`src/rtl/matrix_readout_pkg.sv`:
```
// Shared types and sizing helpers for the matrix read-side scheduler.
// Pure declarations: no latency and no backpressure of its own.
package matrix_readout_pkg;

   typedef enum logic [2:0] {IDLE, SWAP, SCAN, DRAIN, GAP} readout_state_t;

   localparam logic [15:0] STAT_MAX = 16'hFFFF;

   // Never returns 0, so a one-entry space still gets a legal 1-bit vector.
   function automatic int addr_width(input int n);
      return (n > 1) ? $clog2(n) : 1;
   endfunction

   function automatic int fifo_depth(input int read_latency);
      return read_latency + 1;
   endfunction

   function automatic int count_width(input int depth);
      return $clog2(depth + 1);
   endfunction

endpackage

```
`src/rtl/matrix_readout_scheduler_skid_fifo.sv`:
```
// Small synchronous FIFO catching buffer read data; a push is visible on pop_vld the next cycle.
// Pops on pop_vld && pop_rdy; free_cnt lets the issuer throttle so pushes never meet a full FIFO.
module readout_skid_fifo
   import matrix_readout_pkg::*;
#(
   parameter int DEPTH = 3,
   parameter int WIDTH = 8,
   localparam int CW = count_width(DEPTH),
   localparam int PW = addr_width(DEPTH)
) (
   input  logic             core_clk,
   input  logic             arst_n,
   input  logic             push_vld,
   input  logic [WIDTH-1:0] push_dat,
   input  logic             pop_rdy,
   output logic             pop_vld,
   output logic [WIDTH-1:0] pop_dat,
   output logic [CW-1:0]    free_cnt
);

   logic [WIDTH-1:0] mem [DEPTH];
   logic [PW-1:0]    wr_ptr;
   logic [PW-1:0]    rd_ptr;
   logic [CW-1:0]    count;
   logic             do_push;
   logic             do_pop;

   function automatic logic [PW-1:0] next_ptr(input logic [PW-1:0] p);
      return (p == PW'(DEPTH - 1)) ? '0 : p + PW'(1);
   endfunction

   assign pop_vld  = (count != '0);
   assign do_pop   = pop_vld && pop_rdy;
   assign do_push  = push_vld && ((count != CW'(DEPTH)) || do_pop);
   assign free_cnt = CW'(DEPTH) - count;
   assign pop_dat  = mem[rd_ptr];

   always_ff @(posedge core_clk) begin
      if (do_push) begin
         mem[wr_ptr] <= push_dat;
      end
   end

   always_ff @(posedge core_clk or negedge arst_n) begin
      if (!arst_n) begin
         wr_ptr <= '0;
         rd_ptr <= '0;
         count  <= '0;
      end else begin
         if (do_push) begin
            wr_ptr <= next_ptr(wr_ptr);
         end
         if (do_pop) begin
            rd_ptr <= next_ptr(rd_ptr);
         end
         case ({do_push, do_pop})
            2'b10:   count <= count + CW'(1);
            2'b01:   count <= count - CW'(1);
            default: count <= count;
         endcase
      end
   end

endmodule

```
`src/rtl/matrix_readout_scheduler.sv`:
```
// Read-side double-buffer scanner: first byte valid READ_LATENCY+1 cycles after O_frame_start, one byte/cycle.
// Credit-throttled reads absorb any I_byte_ready backpressure losslessly; counters need MATRIX_READOUT_STATS_EN.
module matrix_readout_scheduler
   import matrix_readout_pkg::*;
#(
   parameter int BYTES_PER_BLOCK    = 2250,
   parameter int BLOCK_DATA_WIDTH_B = 8,
   parameter int READ_LATENCY       = 2,
   parameter int FRAME_GAP_CYCLES   = 16,
   parameter int LANE_COUNT         = 1,
   localparam int ADDRESS_NUMBER_B  = (BYTES_PER_BLOCK * 8) / BLOCK_DATA_WIDTH_B,
   localparam int AW                = addr_width(ADDRESS_NUMBER_B),
   localparam int DW                = BLOCK_DATA_WIDTH_B * LANE_COUNT
) (
   input  logic          I_clkb,
   input  logic          I_rst_n,
   input  logic          I_data_valid,
   input  logic          I_frame_ready,
   output logic          O_swap_trigger,
   output logic [AW-1:0] O_read_address,
   output logic          O_clk_data_out,
   input  logic [DW-1:0] I_read_data,
   output logic          O_byte_valid,
   output logic [DW-1:0] O_byte_data,
   input  logic          I_byte_ready,
   output logic          O_frame_start,
   output logic          O_frame_done,
   output logic [15:0]   O_frame_count,
   output logic [15:0]   O_drop_count
);

   localparam int DEPTH = fifo_depth(READ_LATENCY);
   localparam int CW    = count_width(DEPTH);
   localparam int GW    = addr_width(FRAME_GAP_CYCLES);

   readout_state_t          state;
   logic [AW-1:0]           addr;
   logic [READ_LATENCY-1:0] issue_pipe;
   logic [GW-1:0]           gap_cnt;
   logic                    swap_pending;
   logic [CW-1:0]           free_cnt;
   logic [CW:0]             inflight;
   logic [CW:0]             headroom;
   logic [DW-1:0]           fifo_dat;
   logic                    push;
   logic                    pop;
   logic                    issue;
   logic                    last_addr;
   logic                    drained;

   assign push = issue_pipe[READ_LATENCY-1];
   assign pop  = O_byte_valid && I_byte_ready;

   always_comb begin
      inflight = '0;
      for (int i = 0; i < READ_LATENCY; i++) begin
         inflight = inflight + (CW+1)'(issue_pipe[i]);
      end
   end

   // A slot freed by this cycle's pop counts as credit; that keeps full rate at depth READ_LATENCY+1.
   assign headroom  = {1'b0, free_cnt} + (CW+1)'(pop);
   assign issue     = (state == SCAN) && (headroom > inflight);
   assign last_addr = (addr == AW'(ADDRESS_NUMBER_B - 1));
   assign drained   = (issue_pipe == '0) &&
                      ((free_cnt == CW'(DEPTH)) || (pop && (free_cnt == CW'(DEPTH - 1))));

   assign O_clk_data_out = issue;
   assign O_read_address = addr;
   assign O_byte_data    = O_byte_valid ? fifo_dat : '0;

   always_ff @(posedge I_clkb or negedge I_rst_n) begin
      if (!I_rst_n) begin
         issue_pipe <= '0;
      end else begin
         issue_pipe <= (issue_pipe << 1) | READ_LATENCY'(issue);
      end
   end

   always_ff @(posedge I_clkb or negedge I_rst_n) begin
      if (!I_rst_n) begin
         state          <= IDLE;
         addr           <= '0;
         gap_cnt        <= '0;
         swap_pending   <= 1'b0;
         O_swap_trigger <= 1'b0;
         O_frame_start  <= 1'b0;
         O_frame_done   <= 1'b0;
      end else begin
         O_swap_trigger <= 1'b0;
         O_frame_start  <= 1'b0;
         O_frame_done   <= 1'b0;
         // A frame landing during SWAP belongs to the other buffer, so it re-arms the request.
         if (I_frame_ready) begin
            swap_pending <= 1'b1;
         end else if (state == SWAP) begin
            swap_pending <= 1'b0;
         end
         case (state)
            IDLE: begin
               if (swap_pending) begin
                  state          <= SWAP;
                  O_swap_trigger <= 1'b1;
               end else if (I_data_valid) begin
                  state         <= SCAN;
                  addr          <= '0;
                  O_frame_start <= 1'b1;
               end
            end
            SWAP: begin
               state         <= SCAN;
               addr          <= '0;
               O_frame_start <= 1'b1;
            end
            SCAN: begin
               if (issue) begin
                  if (last_addr) begin
                     state <= DRAIN;
                  end else begin
                     addr <= addr + AW'(1);
                  end
               end
            end
            DRAIN: begin
               if (drained) begin
                  state        <= GAP;
                  gap_cnt      <= '0;
                  O_frame_done <= 1'b1;
               end
            end
            GAP: begin
               if (gap_cnt == GW'(FRAME_GAP_CYCLES - 1)) begin
                  state <= IDLE;
               end else begin
                  gap_cnt <= gap_cnt + GW'(1);
               end
            end
            default: state <= IDLE;
         endcase
      end
   end

   readout_skid_fifo #(
      .DEPTH (DEPTH),
      .WIDTH (DW)
   ) u_skid_fifo (
      .core_clk (I_clkb),
      .arst_n   (I_rst_n),
      .push_vld (push),
      .push_dat (I_read_data),
      .pop_rdy  (I_byte_ready),
      .pop_vld  (O_byte_valid),
      .pop_dat  (fifo_dat),
      .free_cnt (free_cnt)
   );

`ifdef MATRIX_READOUT_STATS_EN
   logic drop;

   assign drop = I_frame_ready && swap_pending && (state != SWAP);

   always_ff @(posedge I_clkb or negedge I_rst_n) begin
      if (!I_rst_n) begin
         O_frame_count <= '0;
         O_drop_count  <= '0;
      end else begin
         if (O_frame_done && (O_frame_count != STAT_MAX)) begin
            O_frame_count <= O_frame_count + 16'd1;
         end
         if (drop && (O_drop_count != STAT_MAX)) begin
            O_drop_count <= O_drop_count + 16'd1;
         end
      end
   end
`else
   assign O_frame_count = '0;
   assign O_drop_count  = '0;
`endif

endmodule

```
`config.mk`:
```
export PLATFORM = sky130hd
export DESIGN_NAME = matrix_readout_scheduler
export DESIGN_NICKNAME = d
export VERILOG_FILES = /design/src/rtl/matrix_readout_pkg.sv /design/src/rtl/matrix_readout_scheduler_skid_fifo.sv /design/src/rtl/matrix_readout_scheduler.sv
export SDC_FILE = /design/constraint.sdc
export NUM_CORES = 1
export LEC_CHECK = 0
export ABC_CLOCK_PERIOD_IN_PS = 2960
export CAP_MARGIN = 20
export CORE_ASPECT_RATIO = 1.1
export CORE_MARGIN = 1
export CORE_UTILIZATION = 47
export CTS_BUF_LIST = sky130_fd_sc_hd__clkbuf_4
export CTS_CLUSTER_SIZE = 16
export DETAILED_ROUTE_END_ITERATION = 10
export PLACE_DENSITY = 0.84
export SETUP_SLACK_MARGIN = 0.2
export SYNTH_ARGS = -nofsm -noshare
export SYNTH_HDL_FRONTEND = slang
export SYNTH_SLANG_ARGS = --single-unit
```
`constraint.sdc`:
```
create_clock -name I_clkb -period 2.96 [get_ports I_clkb]
set_clock_uncertainty 0.05 [all_clocks]
set_input_delay 0.296 -clock I_clkb [delete_from_list [all_inputs] [get_ports I_clkb]]
set_output_delay 0.296 -clock I_clkb [all_outputs]
set_load 0.02 [all_outputs]
```
==> summary.txt <==
STA
  – Setup_tns: 0 ps
  – FMAX: 0.362 GHz
  – Tmin final: 2760 ps
  – RSZ-0062 raised after global routing: yes
  – Setup ws final: 199 ps
  – Final Hold Vio Count: 0
  – Pins Over Slew Limit: 0
  – Period utilization: 93.3%
  – Worst slew margin: 41.5%
  – Worst slew pin tran: 870 ps
  – # setup viols final: 0

Pwr
  – Internal: 1.81 mW
  – VDD IR max: ~580 µV
  – Comb power frac: between 50% and 60%
  – Pwr/cell area: between 900 and 1000 nW/µm²
  – Clock power share: 11.0%
  – Register share of total power: 37.1%
  – Switching Share: approximately 42%
  – Leakage Power: 1.46 nW
  – Switching pwr: between 1 and 1.5 mW

Worst setup path
  – Critical path type: reg -> out
  – Arr. time, crit path: 2420 ps
  – Type of origin of the critical path: register
  – Crit-path max FO: 5
  – Worst Path Required: 2610 ps
  – Critical Path Sink Type: output port

Floorplanning
  – DIE AREA: 6560 µm²
  – Die height: 84.8 µm
  – Die width: roughly 77 µm
  – Core area: slightly below 6000 µm²
  – Rows: 29
  – Num ports: 70
  – Starting Density: 49.9%

Finish
  – Commonest non-fill, non-tap cell in the layout: clkdlybuf4s50_1
  – Commonest cells after routing, fill and taps aside: clkdlybuf4s50_1, conb_1, dfrtp_1, nor2_1, edfxtp_1
  – # nets final: 341
  – Area Overhead vs Synth: 16.6%
  – Post-route insts no fill: 396
  – FF/Latch Area: about 1500 µm²
  – Layout cells sized above 1: 11.6%
  – Number of fillers in the final layout: 508
  – ANT cells: 0
  – Area of the multi-input gates: about 1200 µm²

CTS
  – Max Root-Sink Buffers: 2
  – Root Buffer: clkbuf_4
  – Worst-skew pair later-pin latency: approximately 380 ps
  – Sink Count: 55
  – CTS tree: yes
  – # H-tree levels: 2
  – Clock transition at path regs: 160 ps
  – CTS Buf Count: 5
  – Post-CTS Hold Buffers: 0

Routing
  – Vias per cell: 5.21
  – DRC viols: 0
  – DR WL/cell: ~13 µm
  – Routed Antenna Nets: 0
  – DR vias: 2062
  – Starting DRT DRC Count: 89
  – 1st-pass router iterations: 4
  – Drt total wl: 5310 µm

Global routing
  – Vias in the first global route: between 2000 and 2500
  – First-pass GRT wire length: 8940 µm
  – Initial antenna violation count: 0
  – Tot GR Track Use: 17.2%
  – Largest net degree at the start of global routing: 32
  – Remaining Overflow, GRT: 0

Synthesis
  – Post-synth EDFFs: 24
  – Post-Synthesis Cells: 272
  – Top_reg_cell synth: dfrtp_1
  – Post-synth cell types: 56
  – Yosys Warn Count: 0
  – Register area share after synthesis: 51.0%
  – Syn Area/Cell: 10.8 µm²
  – Async set-reset flop share out of synthesis: around 56%
  – Yosys reg bits: between 50 and 60
  – Post-Syn Area: 2930 µm²

Place
  – RePlAce Congestion: 0.891
  – Post-Place Setup Slack: -273 ps
  – Hpwl dp: 3760 µm
  – Port Buffer Count: 37
  – Cell count after placement: just under 400

Job
  – Max_cap viols: 0

Status
  – Run status: completed

Min path
  – Worst Hold Class: in -> async
==> cell families (layout without fill, tap and decap cells) <==
logic type,count (synthesis),after routing,share of synthesized area [%]
compound gates,42,42,10.1
xor+xnor,8,8,2.39
fa+ha+maj,10,10,4.52
buf+inv,58,74,11.9
flops,55,55,51.0
mux,10,10,3.50
other cells,1,32,0.128
simple gates,88,88,16.4
==> layout make-up <==
cell class              count  area share, %
inverters                  17           1.87
flip-flops and latches     55           43.8
clock inverters             3          0.806
clock buffers               5           1.10
multi-input cells         190           36.1
repair buffers             49           13.5
well taps                  77           2.82
==> what timing repair did <==
item / 4_1_cts / 5_1_grt
gates resized for setup: 11 / 2
setup endpoints to repair: 6 / 7
pin swaps: 5 / 0
setup buffers: 1 / 0
cloned: 0 / 0
==> synthesized netlist by cell type, drive strengths merged (2+ instances only) <==
master / number / area, µm²
a21o: 3 / 22.5
a21oi: 12 / 60.1
a31o: 2 / 17.5
a31oi: 2 / 12.5
and3: 8 / 50.1
buf: 37 / 270
clkbuf: 4 / 15.0
dfrtp: 31 / 776
edfxtp: 24 / 721
ha: 9 / 113
inv: 17 / 63.8
mux2: 2 / 22.5
mux2i: 8 / 80.1
nand2: 12 / 45.0
nand3: 9 / 50.1
nand4: 7 / 43.8
nor2: 25 / 93.8
nor3: 6 / 30.0
nor3b: 3 / 27.5
nor4b: 3 / 26.3
o21ai: 4 / 23.8
o221ai: 4 / 35.0
o2bb2ai: 3 / 26.3
o31ai: 4 / 30.0
or3: 5 / 36.3
or3b: 2 / 17.5
xnor2: 5 / 43.8
xor2: 3 / 26.3
==> final timing paths <==
kind / slack, ps / to / cells past startpoint / start
worst max-delay path: 200 / O_clk_data_out / 8 / u_skid_fifo.count[0]
min in group I_clkb: 380 / issue_pipe[1] / 0 / issue_pipe[0]
worst min-delay path: 230 / gap_cnt[1] / 2 / I_rst_n
worst min register to register: 380 / issue_pipe[1] / 0 / issue_pipe[0]
worst max register to register: 320 / O_read_address[5] / 10 / u_skid_fifo.count[0]
max in group asynchronous: 2340 / u_skid_fifo.wr_ptr[1] / 2 / I_rst_n
==> power groups by stage <==
stage               registers [mW]  logic [mW]  clock network (mW)
floorplan                     1.11        1.07                   0
global placement              1.17        1.52                   0
detailed placement            1.18        1.56                   0
CTS                           1.17        1.62               0.366
global route                  1.20        1.80               0.393
finish                        1.17        1.64               0.348
==> worst max-delay path, cell delays in order (launching register included) <==
cell	delay (ps)
dfrtp_1	420
buf_4	160
inv_1	60
ha_2	180
inv_2	40
fa_1	480
or3b_4	390
and3_4	190
buf_6	130
==> per-layer routing <==
layer / wire (µm) / vias to the layer above / share of wire (%) / GRT usage (%)
met1: 2190 / 978 / 41 / 19.6
met5: 0 / - / 0 / 0
met4: 56 / 0 / 1.1 / 5.83
li1: - / 1001 / - / -
met2: 2810 / 76 / 53 / 32.2
met3: 260 / 7 / 4.9 / 3.12
==> stage by stage <==
step	power [mW]	utilization (%)	cell area, µm²	hold WS (ps)
finish	3.15	58.1	3420	229
global route	3.39	58.1	3420	252
CTS	3.15	58.0	3410	222
detailed placement	2.74	56.5	3320	345
global placement	2.69	56.5	3320	339
floorplan	2.19	-	3060	-49.6
==> state kept, by name, summed over array words and instances (netlist names) <==
register / count
u_skid_fifo.mem: 24
O_read_address: 12
gap_cnt: 4
state: 3
issue_pipe: 2
u_skid_fifo.count: 2
u_skid_fifo.rd_ptr: 2
u_skid_fifo.wr_ptr: 2
O_frame_done: 1
O_frame_start: 1
O_swap_trigger: 1
swap_pending: 1
Power figures use the tool's default switching activity.
